### config.mk
export PLATFORM = sky130hd
export DESIGN_NAME = pll_lock_supervisor
export DESIGN_NICKNAME = d
export VERILOG_FILES = /design/src/rtl/pll_supervisor_pkg.sv /design/src/rtl/sync2_bit.sv /design/src/rtl/pll_lock_supervisor.sv
export SDC_FILE = /design/constraint.sdc
export NUM_CORES = 1
export LEC_CHECK = 0
export CAP_MARGIN = 20
export CORE_ASPECT_RATIO = 0.6
export CORE_UTILIZATION = 50
export DETAILED_ROUTE_END_ITERATION = 12
export GPL_TIMING_DRIVEN = 1
export PLACE_DENSITY = 0.78
export SYNTH_ARGS = -nofsm -noshare
export SYNTH_HDL_FRONTEND = slang
export SYNTH_SLANG_ARGS = --single-unit
export TNS_END_PERCENT = 30
### constraint.sdc
create_clock -name clock -period 3.5 [get_ports clock]
set_clock_uncertainty 0.2 [all_clocks]
set_input_delay 0.35 -clock clock [delete_from_list [all_inputs] [get_ports clock]]
set_output_delay 0.35 -clock clock [all_outputs]
set_load 0.01 [all_outputs]
### src/rtl/pll_supervisor_pkg.sv
// rtl/pll_supervisor_pkg.sv - shared types and constants for the PLL lock supervisor
package pll_supervisor_pkg;

    typedef enum logic [2:0] {
        PLL_RESET      = 3'd0,
        WAIT_LOCK      = 3'd1,
        STABILIZE      = 3'd2,
        RELEASE_SDRAM  = 3'd3,
        RELEASE_SYSTEM = 3'd4,
        RELEASE_IO     = 3'd5,
        RUN            = 3'd6,
        FAULT          = 3'd7
    } sup_state_e;

    localparam int RELOCK_W = 8;

    function automatic int max4(input int a, input int b, input int c, input int d);
        int m;
        m = a;
        if (b > m) m = b;
        if (c > m) m = c;
        if (d > m) m = d;
        return m;
    endfunction

endpackage

### src/rtl/sync2_bit.sv
// rtl/sync2_bit.sv - two-flop synchronizer, async active-low reset to 0
module sync2_bit (
    input  logic clk_i,
    input  logic rst_ni,
    input  logic d_i,
    output logic q_o
);

    logic meta_q;

    always_ff @(posedge clk_i or negedge rst_ni) begin
        if (!rst_ni) begin
            meta_q <= 1'b0;
            q_o    <= 1'b0;
        end else begin
            meta_q <= d_i;
            q_o    <= meta_q;
        end
    end

endmodule

### src/rtl/pll_lock_supervisor.sv
// rtl/pll_lock_supervisor.sv - PLL reset/lock qualification and staggered domain reset release
module pll_lock_supervisor
    import pll_supervisor_pkg::*;
#(
    parameter int PLLRST_CYCLES       = 16,
    parameter int LOCK_TIMEOUT_CYCLES = 262144,
    parameter int LOCK_STABLE_CYCLES  = 1024,
    parameter int STAGGER_CYCLES      = 64,
    parameter int MAX_ATTEMPTS        = 3
) (
    input  logic                clock,
    input  logic                resetn,
    input  logic                locked,
    input  logic                soft_reset,
    output logic                pll_rst,
    output logic                rst_sdram_n,
    output logic                rst_system_n,
    output logic                rst_io_n,
    output logic                ready,
    output logic                fault,
    output logic [RELOCK_W-1:0] relock_count
);

    localparam int MAX_TIMED = max4(PLLRST_CYCLES, LOCK_TIMEOUT_CYCLES,
                                    LOCK_STABLE_CYCLES, STAGGER_CYCLES);
    localparam int CNT_W = $clog2(MAX_TIMED);
    localparam int ATT_W = $clog2(MAX_ATTEMPTS + 1);

    localparam logic [CNT_W-1:0] PLLRST_LAST  = CNT_W'(PLLRST_CYCLES - 1);
    localparam logic [CNT_W-1:0] TIMEOUT_LAST = CNT_W'(LOCK_TIMEOUT_CYCLES - 1);
    localparam logic [CNT_W-1:0] STABLE_LAST  = CNT_W'(LOCK_STABLE_CYCLES - 1);
    localparam logic [CNT_W-1:0] STAGGER_LAST = CNT_W'(STAGGER_CYCLES - 1);
    localparam logic [ATT_W-1:0] ATT_LIMIT    = ATT_W'(MAX_ATTEMPTS);

    logic                locked_s;
    sup_state_e          state_q, state_d;
    logic [CNT_W-1:0]    cnt_q, cnt_d;
    logic [ATT_W-1:0]    attempts_q, attempts_d;
    logic [RELOCK_W-1:0] relock_q, relock_d;

    sync2_bit u_lock_sync (
        .clk_i  (clock),
        .rst_ni (resetn),
        .d_i    (locked),
        .q_o    (locked_s)
    );

    always_comb begin
        state_d    = state_q;
        attempts_d = attempts_q;
        relock_d   = relock_q;
        cnt_d      = cnt_q + CNT_W'(1);
        case (state_q)
            PLL_RESET: begin
                if (cnt_q == PLLRST_LAST) state_d = WAIT_LOCK;
            end
            WAIT_LOCK: begin
                if (locked_s) begin
                    state_d = STABILIZE;
                end else if (cnt_q == TIMEOUT_LAST) begin
                    attempts_d = attempts_q + ATT_W'(1);
                    state_d    = (attempts_d == ATT_LIMIT) ? FAULT : PLL_RESET;
                end
            end
            STABILIZE: begin
                if (!locked_s) begin
                    state_d = WAIT_LOCK;
                end else if (cnt_q == STABLE_LAST) begin
                    attempts_d = '0;
                    state_d    = RELEASE_SDRAM;
                end
            end
            RELEASE_SDRAM, RELEASE_SYSTEM, RELEASE_IO, RUN: begin
                // Lock loss outranks a coincident soft reset; the PLL relocks without RST.
                if (!locked_s) begin
                    state_d = WAIT_LOCK;
                    if (relock_q != '1) relock_d = relock_q + RELOCK_W'(1);
                end else if (state_q == RUN) begin
                    if (soft_reset) state_d = STABILIZE;
                end else if (cnt_q == STAGGER_LAST) begin
                    case (state_q)
                        RELEASE_SDRAM:  state_d = RELEASE_SYSTEM;
                        RELEASE_SYSTEM: state_d = RELEASE_IO;
                        default:        state_d = RUN;
                    endcase
                end
            end
            FAULT: begin
                state_d = FAULT;
            end
            default: begin
                state_d = PLL_RESET;
            end
        endcase
        if (state_d != state_q || state_q == RUN || state_q == FAULT) cnt_d = '0;
    end

    always_ff @(posedge clock or negedge resetn) begin
        if (!resetn) begin
            state_q      <= PLL_RESET;
            cnt_q        <= '0;
            attempts_q   <= '0;
            relock_q     <= '0;
            pll_rst      <= 1'b1;
            rst_sdram_n  <= 1'b0;
            rst_system_n <= 1'b0;
            rst_io_n     <= 1'b0;
            ready        <= 1'b0;
            fault        <= 1'b0;
        end else begin
            state_q      <= state_d;
            cnt_q        <= cnt_d;
            attempts_q   <= attempts_d;
            relock_q     <= relock_d;
            pll_rst      <= (state_d == PLL_RESET);
            rst_sdram_n  <= (state_d inside {RELEASE_SDRAM, RELEASE_SYSTEM, RELEASE_IO, RUN});
            rst_system_n <= (state_d inside {RELEASE_SYSTEM, RELEASE_IO, RUN});
            rst_io_n     <= (state_d inside {RELEASE_IO, RUN});
            ready        <= (state_d == RUN);
            fault        <= (state_d == FAULT);
        end
    end

    assign relock_count = relock_q;

endmodule

==> metrics.md <==
| Metric | Value |
|---|---|
| Status | `finished clean` |
| Most used DFF post-synth | `dfrtp_1` |
| Total leakage power | `0.985 nW` |
| # DRC | `0` |
| VDD IR max | `0.333 mV` |
| Critical Path Start Type | `flop` |
| Total track usage | `0.205` |
| Slowest stage delay, CP | `470 ps` |
| R2R Setup Slk | `760 ps` |
| Compound-gate portion of the synthesized area | `0.101` |
| Initial DRT Pass Iterations | `4` |
| Layout area overhead | `16.0%` |
| Die X-Extent | `83.9 um` |
| DPL Wire Length | `2.75 mm` |
| Minimum clock period | `2740 ps` |
| First-pass GRT wire length | `6.60 mm` |
| Critical Path RT | `3510 ps` |
| Crit path arrival time | `2750 ps` |
| Largest net degree at the start of global routing | `40` |
| Layout cells sized above 1 | `0.101` |
| Vias | `1486` |
| RSZ-0062 raised after global routing | `no` |
| Rows | `17` |
| Largest family of logic cells by synthesized area | `simple AND/OR/NAND/NOR gates` |
| Final net count | `224` |
| Vias/cell | `5.61` |
| Synth top area cells | `dfrtp_1 (47%), xnor2_1 (6.5%), nor2_1 (5.6%)` |
| Period utilization | `0.783` |
| Filler instances | `305` |
| Worst skew pair latency | `290 ps` |
| IO Count | `18` |
| Die Span Y | `51.2 um` |
| Syn avg cell area | `10.2 um2` |
| Final core occ | `0.620` |
| Synth Instances | `198` |
| Vias in the first global route | `1380` |
| Final WL | `3.86 mm` |
| Min-delay worst type | `flop to flop` |
| Core area | `3760 um2` |
| Switching power | `0.429 mW` |
| Sw frac | `0.319` |
| Max frequency | `365 MHz` |
| Cell variety after synth | `48` |
| Clock Tree Buf Depth | `2` |
| Max-Cap Viols | `0` |
| Synth top cells by count | `dfrtp_1 (38), nor2_1 (30), xnor2_1 (15)` |
| Adder-cell share of the synthesized area | `0.0186` |
| Combinational power share | `0.277` |
| Initial core utilization | `0.535` |
| Post-synthesis net count | `205` |
| Mux share of post-synthesis cell area | `0.0106` |
| Asr flop ratio synth | `1.00` |
| Clock power frac | `0.285` |
| Slew Limit Fails | `0` |
| Kind of critical path | `flop to flop` |
| Worst slew pin tran | `821 ps` |
| Post-synth EDFFs | `0` |
| Root buffer cell | `clkbuf_8` |
| Initial antenna violation count | `0` |
| Total gr overflow | `0` |
| CTS tree | `built` |
| Setup Buffers After CTS | `0` |
| Post-CTS Hold Fix Bufs | `1` |
| CP Max Fanout | `7` |
| Warnings from Yosys | `0` |
| Crit path capture type | `flop` |
| Count of final hold-check violations | `0` |
| CTS H-tree lvls | `2` |
| PwrDens | `576 nW/um2` |
| CP max stage cell | `nor4_4` |
| Fin Setup TNS | `0 ps` |
| Sequential fraction of the synthesis area | `0.485` |
| Routed wire per std cell | `14.6 um` |
| DR iter-0 viols | `119` |
| Max_slew headroom | `0.452` |
| Internal power | `0.916 mW` |
| Num CTS Buffers | `5` |
| Post-synth top area share | `0.472` |
| Most frequent cell after synthesis | `dfrtp_1` |
| Area leader, netlist | `dfrtp_1` |
| Post-cts resize count | `0` |
| Worst-path clk slew | `70 ps` |
| Final setup vio count | `0` |
| Die ar. | `4290 um2` |
| FF+latch count, synth | `39` |
| Critical-path cell list | `ha_1, nand3_1, nor4_4, nand4_1, a31oi_1, nor3b_1, xor2_1` |
| Sinks on Clock Net | `39` |
| Post-Syn Area | `2010 um2` |
| Flop pwr share | `0.437` |
| Port bufs | `17` |
| Post-Synth Simple-Gate Area | `0.245` |
| Post-route ant nets | `0` |
| Diodes inserted | `0` |
| Final Wtd Congestion | `0.889` |
| Post-Synth XOR/XNOR Area | `0.109` |
-- kinds of logic (layout without fill, tap and decap cells) --
family | after synthesis | after routing
multiplexers | 2 | 2
flip-flops | 39 | 39
AND/OR/NAND/NOR | 91 | 91
buffers and inverters | 14 | 34
adder cells (fa/ha/maj) | 3 | 3
XOR/XNOR | 25 | 25
AO/OA/AOI/OAI | 24 | 24
-- power groups by stage --
stage / Clock [mW] / Combinational, mW / Sequential, mW
6_report: 0.384 / 0.373 / 0.588
5_1_grt: 0.416 / 0.415 / 0.595
4_1_cts: 0.396 / 0.373 / 0.586
3_5_place_dp: 0 / 0.369 / 0.593
3_3_place_gp: 0 / 0.365 / 0.591
2_1_floorplan: 0 / 0.262 / 0.577
-- layout make-up --
| type | instances | area (um2) | share of cell area |
|---|---|---|---|
| clock inverter | 2 | 35.0 | 0.0150 |
| tap | 47 | 58.8 | 0.0252 |
| sequential | 39 | 977 | 0.418 |
| timing repair buffer | 19 | 183 | 0.0782 |
| inverter | 7 | 26.3 | 0.0112 |
| clock buffer | 6 | 82.6 | 0.0354 |
| multi-input combinational | 145 | 973 | 0.417 |
-- critical path, delay by kind of cell (launching register included) --
kind / cells / cell delay, ps
AOI/OAI and AO/OA: 1 / 400
xor gates and xnor gates: 1 / 200
and+or+nand+nor: 4 / 1230
DFF: 1 / 410
adders and majority gates: 1 / 220
-- flip-flops by register name (all words and copies together) (netlist names) --
name	cells
rst_system_n	1
fault	1
cnt_q	18
ready	1
relock_count	8
attempts_q	2
u_lock_sync.q_o	1
rst_sdram_n	1
rst_io_n	1
u_lock_sync.meta_q	1
pll_rst	1
state_q	3
-- per-layer routing --
layer | GRT usage | share of wire | up-vias
li1 | - | - | 743
met1 | 0.316 | 0.53 | 701
met2 | 0.280 | 0.41 | 38
met3 | 0.0598 | 0.058 | 4
met4 | 0.0517 | 0.0080 | 0
met5 | 0 | 0 | -
-- stage by stage --
step	setup WS (ps)	total power, mW	std cells	instance area (um2)	hold WS [ps]
5_1_grt	564	1.43	265	2340	156
3_5_place_dp	824	0.961	256	2210	136
3_3_place_gp	933	0.956	256	2210	133
4_1_cts	790	1.36	265	2340	154
2_1_floorplan	995	0.839	198	2010	-146
6_report	761	1.34	265	2340	152
-- final timing paths --
path | start | end | depth (start not counted)
setup / recovery | cnt_q[0] | rst_sdram_n | 7
min in group asynchronous | resetn | cnt_q[9] | 2
hold reg to reg | u_lock_sync.meta_q | u_lock_sync.q_o | 0
max in group asynchronous | resetn | relock_count[5] | 2
setup reg to reg | cnt_q[0] | rst_sdram_n | 7
hold / removal | u_lock_sync.meta_q | u_lock_sync.q_o | 0
-- cell usage in the layout, fill, tap and decap left out, types with 2 or more instances in the layout --
cell type and count:
ha_1 3, nor4_1 2, nor3b_1 2, nor2_1 30
xnor2_1 15, nor4_2 2, a21oi_1 6, nor3_1 6
nand2_1 11, inv_1 7, a31oi_1 2, clkbuf_8 6
nand3_1 11, o21ai_0 2, clkdlybuf4s50_1 16, and3_1 6
and4_1 2, dfrtp_1 38, xor2_1 10, nand4_1 10
Note: power is estimated with default switching activity, not from simulation.
